$ cat src/rtl/writeback_arbiter.sv
// Writeback arbiter: merges primary and queued long-latency results onto the register-file write port
// and tracks per-register busy bits for RAW stalls. Optional same-edge bypass via WB_BYPASS_EN.
module writeback_arbiter #(
    parameter int DEPTH = 4,
    parameter int DW    = 64
) (
    input  logic                     Clk,
    input  logic                     Reset,
    input  logic                     PriWr,
    input  logic [4:0]               PriRW,
    input  logic [DW-1:0]            PriData,
    input  logic                     LlValid,
    input  logic [4:0]               LlRW,
    input  logic [DW-1:0]            LlData,
    output logic                     LlReady,
    input  logic                     IssueLl,
    input  logic [4:0]               IssueRW,
    input  logic [4:0]               RA,
    input  logic [4:0]               RB,
    output logic                     HazA,
    output logic                     HazB,
    output logic                     RegWr,
    output logic [4:0]               RW,
    output logic [DW-1:0]            BusW,
    output logic [$clog2(DEPTH):0]   QCount,
    output logic                     ErrWaw
);

    localparam int         AW    = $clog2(DEPTH);
    localparam logic [4:0] XZR   = 5'd31;
    localparam logic [AW:0] FULL = (AW+1)'(DEPTH);
    localparam logic [AW:0] ZERO = (AW+1)'(0);
    localparam logic [AW:0] ONE  = (AW+1)'(1);

    logic [4:0]    qRw_r   [DEPTH];
    logic [DW-1:0] qData_r [DEPTH];
    logic [AW-1:0] wrPtr_r;
    logic [AW-1:0] rdPtr_r;
    logic [AW:0]   count_r;
    logic [31:0]   busy_r;
    logic          err_r;
    logic          regWr_r;
    logic [4:0]    rw_r;
    logic [DW-1:0] busW_r;

    logic          priReq_s;
    logic          issue_s;
    logic          ready_s;
    logic          accept_s;
    logic          empty_s;
    logic          bypass_s;
    logic          push_s;
    logic          pop_s;
    logic [4:0]    headRw_s;
    logic [DW-1:0] headData_s;
    logic          wrNext_s;
    logic [4:0]    rwNext_s;
    logic [DW-1:0] busWNext_s;
    logic [31:0]   setMask_s;
    logic [31:0]   clrMask_s;
    logic [AW:0]   countNext_s;
    logic          errSet_s;

    // Register 31 is hard-wired zero, so any request naming it is discarded up front.
    assign priReq_s   = PriWr && (PriRW != XZR);
    assign issue_s    = IssueLl && (IssueRW != XZR);
    assign ready_s    = !Reset && (count_r != FULL);
    assign accept_s   = LlValid && ready_s && (LlRW != XZR);
    assign empty_s    = (count_r == ZERO);
    assign headRw_s   = qRw_r[rdPtr_r];
    assign headData_s = qData_r[rdPtr_r];
`ifdef WB_BYPASS_EN
    assign bypass_s   = empty_s && !priReq_s && accept_s;
`else
    assign bypass_s   = 1'b0;
`endif
    assign push_s     = accept_s && !bypass_s;
    assign pop_s      = !priReq_s && !empty_s;

    assign LlReady = ready_s;
    assign HazA    = (RA != XZR) && busy_r[RA];
    assign HazB    = (RB != XZR) && busy_r[RB];
    assign RegWr   = regWr_r;
    assign RW      = rw_r;
    assign BusW    = busW_r;
    assign QCount  = count_r;
    assign ErrWaw  = err_r;

    // Write-port source selection: primary, then queue head, then same-edge bypass.
    always_comb begin
        wrNext_s   = 1'b0;
        rwNext_s   = rw_r;
        busWNext_s = busW_r;
        if (priReq_s) begin
            wrNext_s   = 1'b1;
            rwNext_s   = PriRW;
            busWNext_s = PriData;
        end else if (pop_s) begin
            wrNext_s   = 1'b1;
            rwNext_s   = headRw_s;
            busWNext_s = headData_s;
        end else if (bypass_s) begin
            wrNext_s   = 1'b1;
            rwNext_s   = LlRW;
            busWNext_s = LlData;
        end else begin
            wrNext_s   = 1'b0;
        end
    end

    // Scoreboard masks; set is applied after clear so a same-cycle issue keeps the bit busy.
    always_comb begin
        clrMask_s = 32'd0;
        setMask_s = 32'd0;
        if (pop_s) begin
            clrMask_s[headRw_s] = 1'b1;
        end else if (bypass_s) begin
            clrMask_s[LlRW] = 1'b1;
        end else begin
            clrMask_s = 32'd0;
        end
        if (issue_s) begin
            setMask_s[IssueRW] = 1'b1;
        end else begin
            setMask_s = 32'd0;
        end
    end

    // Occupancy update; simultaneous push and pop leaves the count unchanged.
    always_comb begin
        case ({push_s, pop_s})
            2'b10:   countNext_s = count_r + ONE;
            2'b01:   countNext_s = count_r - ONE;
            default: countNext_s = count_r;
        endcase
    end

    assign errSet_s = (priReq_s && busy_r[PriRW]) || (issue_s && busy_r[IssueRW]);

    // Control state: pointers, count, busy bits, sticky error and the registered write port.
    always_ff @(posedge Clk) begin
        if (Reset) begin
            wrPtr_r <= {AW{1'b0}};
            rdPtr_r <= {AW{1'b0}};
            count_r <= ZERO;
            busy_r  <= 32'd0;
            err_r   <= 1'b0;
            regWr_r <= 1'b0;
            rw_r    <= XZR;
            busW_r  <= {DW{1'b0}};
        end else begin
            if (push_s) begin
                wrPtr_r <= wrPtr_r + {{(AW-1){1'b0}}, 1'b1};
            end
            if (pop_s) begin
                rdPtr_r <= rdPtr_r + {{(AW-1){1'b0}}, 1'b1};
            end
            count_r <= countNext_s;
            busy_r  <= (busy_r & ~clrMask_s) | setMask_s;
            err_r   <= err_r | errSet_s;
            regWr_r <= wrNext_s;
            rw_r    <= rwNext_s;
            busW_r  <= busWNext_s;
        end
    end

    // Queue payload storage; contents are meaningless outside the occupied window, so no reset.
    always_ff @(posedge Clk) begin
        if (push_s) begin
            qRw_r[wrPtr_r]   <= LlRW;
            qData_r[wrPtr_r] <= LlData;
        end
    end

endmodule
$ cat config.mk
export PLATFORM = sky130hd
export DESIGN_NAME = writeback_arbiter
export DESIGN_NICKNAME = d
export VERILOG_FILES = /design/src/rtl/writeback_arbiter.sv
export SDC_FILE = /design/constraint.sdc
export NUM_CORES = 1
export LEC_CHECK = 0
export CORE_MARGIN = 1.5
export CORE_UTILIZATION = 54
export CTS_CLUSTER_DIAMETER = 30
export DETAILED_ROUTE_END_ITERATION = 6
export GPL_TIMING_DRIVEN = 0
export PLACE_DENSITY = 0.8
export SLEW_MARGIN = 20
export SYNTH_ARGS = -nofsm -noshare
export SYNTH_HDL_FRONTEND = slang
export SYNTH_SLANG_ARGS = --single-unit
$ cat constraint.sdc
create_clock -name Clk -period 5.9 [get_ports Clk]
set_input_delay 0.885 -clock Clk [delete_from_list [all_inputs] [get_ports Clk]]
set_output_delay 0.885 -clock Clk [all_outputs]
set_load 0.1 [all_outputs]
==> results of run 1 <==
[synth_stat cells, types with 2 or more instances]
cell | n | area, µm²
a211oi_1 | 2 | 15.01
o22ai_1 | 4 | 25.02
edfxtp_1 | 276 | 8288
nand3b_1 | 2 | 15.01
and2_1 | 2 | 12.51
nor2_1 | 84 | 315.3
buf_2 | 20 | 100.1
ha_1 | 5 | 62.56
a21oi_1 | 3 | 15.01
nand3_1 | 12 | 60.06
xnor2_1 | 2 | 17.52
o211ai_1 | 3 | 22.52
xor2_1 | 3 | 26.28
mux2i_1 | 6 | 60.06
or3_1 | 6 | 37.54
o21ai_1 | 6 | 30.03
a311oi_1 | 64 | 560.5
dfxtp_1 | 112 | 2242
nor2b_1 | 38 | 237.7
buf_4 | 7 | 52.55
o21ai_0 | 65 | 325.3
nand2b_1 | 10 | 62.56
clkbuf_1 | 42 | 157.7
buf_1 | 4 | 15.01
mux4_2 | 102 | 2297
mux2_2 | 5 | 56.30
nand4_1 | 4 | 25.02
nand2_1 | 149 | 559.3
inv_1 | 12 | 45.04
[placed cells by master, fill, tap and decap left out, types with 7 or more instances in the layout]
master,instances
a311oi_1,64
buf_16,7
buf_2,20
buf_4,7
clkbuf_1,55
clkbuf_16,69
clkdlybuf4s50_1,226
clkinv_2,7
clkinv_4,7
dfxtp_1,112
edfxtp_1,276
inv_1,12
inv_6,10
mux4_2,102
nand2_1,149
nand2b_1,10
nand3_1,12
nor2_1,80
nor2b_1,38
o21ai_0,65
[worst min-delay path, delay by kind of cell (launching register included)]
kind / cells / cell delay (ps)
and+or+nand+nor: 1 / 50
AOI/OAI and AO/OA: 1 / 80
DFF: 1 / 300
[area by class of cell]
cell class	instances	area [µm²]
antenna	3	7.507
inverter	12	45.04
fill	1701	7545
clock buffer	84	1803
timing repair buffer	238	2555
clock inverter	44	534.3
tap	384	480.5
buffer	73	325.3
multi-input combinational	587	4955
sequential	388	10530
[state kept, by name (all words and copies together) (netlist names), named ones only]
register / cells
BusW: 64
ErrWaw: 1
QCount: 3
RW: 5
RegWr: 1
busy_r: 32
qData_r: 256
qRw_r: 20
rdPtr_r: 2
wrPtr_r: 2
[stage by stage]
step / power (W) / util [%]
after floorplan: 0.005178 / -
after detailed placement: 0.005967 / 65.64
final: 0.009843 / 73.78
after global placement: 0.005906 / 64.55
after CTS: 0.009892 / 73.76
after global routing: 0.01018 / 73.78
[metal layers]
layer / GRT usage, % / part of all wire, % / up-vias
met1: 35.42 / 40 / 5278
li1: - / - / 4731
met3: 6.190 / 7.9 / 97
met2: 44.36 / 49 / 512
met4: 12.61 / 3.5 / 4
met5: 0 / 0.066 / -
[worst max-delay path by stage]
stage	slack, ps	end	cells past startpoint
after floorplan	-90	qData_r[0][0]	4
after detailed placement	1590	HazB	5
after CTS	1590	HazA	5
final	1610	HazB	5
after global routing	1530	HazA	5
after global placement	-5	qData_r[3][45]	4
[kinds of logic after synthesis]
kind of cell / synth area share [%]
xor+xnor: 0.2768
compound gates: 6.365
simple gates: 8.705
fa+ha+maj: 0.5218
flops: 66.54
buf+inv: 2.340
mux: 15.25
[power by group through the flow]
stage | logic [W] | registers, W | clock network, W
after detailed placement | 0.00269 | 0.00328 | 0
after global placement | 0.00263 | 0.00328 | 0
after CTS | 0.00272 | 0.00324 | 0.00393
final | 0.00271 | 0.00324 | 0.00390
after floorplan | 0.00112 | 0.00406 | 0
after global routing | 0.00286 | 0.00325 | 0.00407
==> impl_metrics.yaml, run 1 <==
die:
  start_util_pct: 54.99
  design.core.area_mm2: 0.02878
  die_h_um: 174.2
  design.portCount: 235
  die_w_um: 174.2
  floorplan.die_area_mm2: 0.03034
  num_rows: 62
placement:
  placement.io_buffers: 226
  post-place-cells: 1682
  place_worst_setup_slack_ps: 1594
  post_dp_cell_area_mm2: 0.01889
  gp_weighted_congestion: 0.8882
  dpl.hpwl_um: 26550
global_route:
  grt_max_degree: 24
  grt_overflow_total: 0
  track_usage_pct: 27.36
  antenna_violations_before_repair: 5
  grt_first_pass_wirelength_um: 62920
  via_count_of_the_first_global_routing_pass: 11271
clock_network:
  cts.clk_slew.worst_paths_ps: 40
  cts_hold_buf: 0
  worst_skew_pair.late_latency_ps: 570
  tritoncts: "yes"
  number_of_buffers_created_by_cts: 69
  cts-resized-gates: 0
  cts.root.buffer_cell: "clkbuf_16"
  cts_max_level: 3
  bufs_on_longest_clock_path: 3
  clock_sink_count: 388
  cts_setup_buffers: 0
timing:
  hold_viol_final: 0
  achievable-frequency_ghz: 0.2334
  max-slew-margin-rel_pct: 28.51
  fin_skew_ps: 33.80
  fin_worst_hold_slack_ps: 482.8
  final-max-slew-violation-count: 0
  fin_ws_ps: 1615
  min_period_ps: 4285
  max_slew.worst_pin.slew_ps: 1069
  finalCritPeriodShare_pct: 72.63
  fin_tns_setup_ps: 0
  grt_setup_unrepaired: "no"
  setup_viol: 0
worst_setup_path:
  reg2reg_from: "QCount[0]"
  timing.critical_path.arrival_ps: 3400
  critPathBufInv: 2
  critPathRequiredTime_ps: 5020
  timing.reg2reg.setup_slack_ps: 2790
  critPathMostFrequentCell: "mux4_2"
  critPathMaxStageDelay_ps: 960
  cp_max_fo: 9
  reg2reg_depth: 10
  cp_slowest_cell: "clkdlybuf4s50_1"
  nature_of_the_critical_path_endpoint: "output port"
  worstSetupPathType: "in2out"
  startpoint_type: "input port"
  worst_setup_path_startpoint: "RB[1]"
  regToRegEndpoint: "QCount[2]"
  critPathTopFamily: "buffers and inverters"
  timing.critical_path.cells: "clkbuf_1 > mux4_2 > mux4_2 > mux2_2 > clkdlybuf4s50_1"
yosys:
  syn_avg_cell_area_um2: 14.93
  ys_seq_area_share_pct: 66.54
  synth.ff_latch_count: 388
  netlist_area_mm2: 0.01583
  synth_cell_type_count: 39
  yosysWarningCount: 0
  synth.net_count: 1224
  synth_edf_count: 276
  synthCells: 1060
  async_sr_flop_fraction_pct: 0
  synth_ff_type: "edfxtp_1"
detailed_routing:
  detail_route.first_pass.iterations: 5
  antenna_violating_nets_post_route: 0
  post_drt_via_cell_ratio: 5.859
  drt-total-wl_um: 40940
  route.detailed.drc: 0
  wl_per_cell_um: 22.58
  via_count: 10622
  drc_violation_total_after_the_first_tritonroute_iteration: 1019
flow_run:
  max_cap_viol: 0
outcome:
  outcome: "complete, no violations"
cells_and_area:
  layout.cell_area.non_filler_mm2: 0.02124
  finish.cell_count_without_fillers: 1813
  finalNetCount: 1533
  drive_above_1_share_pct: 18.58
  synthToLayoutAreaGrowth_pct: 34.19
power_and_ir_drop:
  power_per_cell_area_mw_per_mm2: 463.5
  vdd_ir_drop_max_mv: 0.3673
  power.static_leakage_nw: 7.145
  clkPwrFrac_pct: 39.6
  sw_frac_of_total_pct: 34.66
  switching_power_w: 0.003411
  comb_power_share_pct: 27.5
  p_int_w: 0.006432
  seq_power_share_pct: 32.9
worst_hold_path:
  min_from: "BusW[43]"
  hold_path_depth: 2
  timing.hold.worst.class: "reg2reg"
  hold_end: "BusW[43]"
(Power assumes the default switching activity.)
==> run 2, diff against run 1 <==
- CORE_UTILIZATION: 54 -> 49
- PLACE_DENSITY: 0.8 -> 0.76
- clock period: 5.9 -> 3.8 ns (I/O delays scaled with it)
==> run 2 against run 1 <==
Net effect:
- non-clock buffer count did not move
- combinational power increased by 54%
- design area grew 0.32%
- critical path type is now reg2out
- highest routed layer unchanged
==> impl_metrics.yaml, run 2 (synthesis gave the netlist of run 1 again) <==
detailed_routing:
  antenna_violating_nets_post_route: 0
  detail_route.first_pass.iterations: 5
  wl_per_cell_um: 22.16
  post_drt_via_cell_ratio: 5.802
  via_count: 10618
  drt-total-wl_um: 40560
  route.detailed.drc: 0
  drc_violation_total_after_the_first_tritonroute_iteration: 880
cells_and_area:
  drive_above_1_share_pct: 19.00
  regMostFlops: "qData_r"
  layout.cells.most_common_list: "edfxtp_1, clkdlybuf4s50_1, nand2_1"
  layout_commonest_cell: "edfxtp_1"
  synthToLayoutAreaGrowth_pct: 34.62
  largest_register_ff_count: 256
  finalNetCount: 1531
clock_network:
  cts.clk_slew.worst_paths_ps: 50
  cts-resized-gates: 0
  number_of_buffers_created_by_cts: 67
  cts_hold_buf: 0
  bufs_on_longest_clock_path: 3
  tritoncts: "yes"
  cts_max_level: 3
  worst_skew_pair.late_latency_ps: 560
  clock_sink_count: 388
  cts_setup_buffers: 0
  cts.root.buffer_cell: "clkbuf_16"
worst_setup_path:
  cp_max_fo: 5
  reg2reg_from: "QCount[2]"
  cp_slowest_cell: "clkdlybuf4s50_1"
  critPathMaxStageDelay_ps: 960
  timing.critical_path.arrival_ps: 3100
  critPathRequiredTime_ps: 3230
  critPathMostFrequentCell: "mux4_2"
  timing.critical_path.cells: "mux4_2 > mux4_2 > mux2_2 > clkdlybuf4s50_1"
  worstSetupPathType: "reg2out"
  regToRegEndpoint: "QCount[2]"
  nature_of_the_critical_path_endpoint: "output port"
  startpoint_type: "flop"
  timing.reg2reg.setup_slack_ps: 530
  reg2reg_depth: 10
timing:
  min_period_ps: 3669
  fin_worst_hold_slack_ps: 471.9
  grt_setup_unrepaired: "no"
  achievable-frequency_ghz: 0.2726
  fin_ws_ps: 131.1
  max-slew-margin-rel_pct: 25.27
  setup_viol: 0
  fin_skew_ps: 26.79
  fin_tns_setup_ps: 0
  final-max-slew-violation-count: 0
  finalCritPeriodShare_pct: 96.55
  hold_viol_final: 0
  max_slew.worst_pin.slew_ps: 1121
die:
  design.core.area_mm2: 0.03164
  start_util_pct: 50.02
  die_h_um: 182.7
  num_rows: 65
  floorplan.die_area_mm2: 0.03338
  design.portCount: 235
  die_w_um: 182.7
power_and_ir_drop:
  vdd_ir_drop_max_mv: 0.4388
  power.static_leakage_nw: 7.144
  power_per_cell_area_mw_per_mm2: 721.0
global_route:
  grt_overflow_total: 0
  grt_max_degree: 24
  antenna_violations_before_repair: 10
  via_count_of_the_first_global_routing_pass: 11005
  track_usage_pct: 24.46
  grt_first_pass_wirelength_um: 61690
outcome:
  outcome: "complete, no violations"
worst_hold_path:
  min_from: "BusW[20]"
  hold_path_depth: 2
  hold_end: "BusW[20]"
  timing.hold.worst.class: "reg2reg"
placement:
  placement.io_buffers: 226
  gp_weighted_congestion: 0.9023
  dpl.hpwl_um: 26910
  place_worst_setup_slack_ps: 127.0
flow_run:
  max_cap_viol: 0
[run 2: report_power, final]
group / switching [W] / internal (W) / leakage [nW] / total, W
combinational: 0.00284 / 0.00134 / 2.60 / 0.00418
clock: 0.00211 / 0.00404 / 1.12 / 0.00616
sequential: 0.000157 / 0.00487 / 3.43 / 0.00503
total: 0.00511 / 0.0103 / 7.14 / 0.0154
[run 2: area by class of cell]
| cell class | instances | area (µm²) |
|---|---|---|
| Antenna cell | 7 | 17.52 |
| Buffer | 73 | 325.3 |
| Clock buffer | 76 | 1784 |
| Clock inverter | 47 | 571.8 |
| Fill cell | 2099 | 10330 |
| Inverter | 12 | 45.04 |
| Multi-Input combinational cell | 587 | 4970 |
| Sequential cell | 388 | 10530 |
| Tap cell | 402 | 503.0 |
| Timing Repair Buffer | 238 | 2555 |
[run 2: critical path: cells and delay by family (launching register included)]
family   cells  cell delay [ps]
flops        1              350
mux          3             1240
buf+inv      1              960
[run 2: metal layers]
layer  part of all wire (%)  GRT usage [%]
met1                     39          30.65
met2                     50          40.90
met3                    8.1          6.246
met4                    2.6          9.620
met5                  0.084              0
[run 2: how the worst max path moves through the flow]
stage                endpoint       start  depth (start not counted)
3_5_place_dp             HazA       RA[0]                          5
5_1_grt                  HazB       RB[1]                          6
6_report                 HazB  busy_r[27]                          4
4_1_cts                  HazB  busy_r[27]                          4
3_3_place_gp   qData_r[2][38]     LlRW[4]                          5
2_1_floorplan   qData_r[0][0]   QCount[0]                          4
[run 2: through the flow]
stage | total power (W) | instance area [µm²] | cells | util, %
floorplan | 0.008049 | 15870 | 1060 | -
global placement | 0.009184 | 18640 | 1688 | 58.91
detailed placement | 0.009267 | 18930 | 1700 | 59.84
CTS | 0.01545 | 21290 | 1823 | 67.29
global route | 0.01589 | 21290 | 1826 | 67.31
finish | 0.01536 | 21300 | 1830 | 67.34
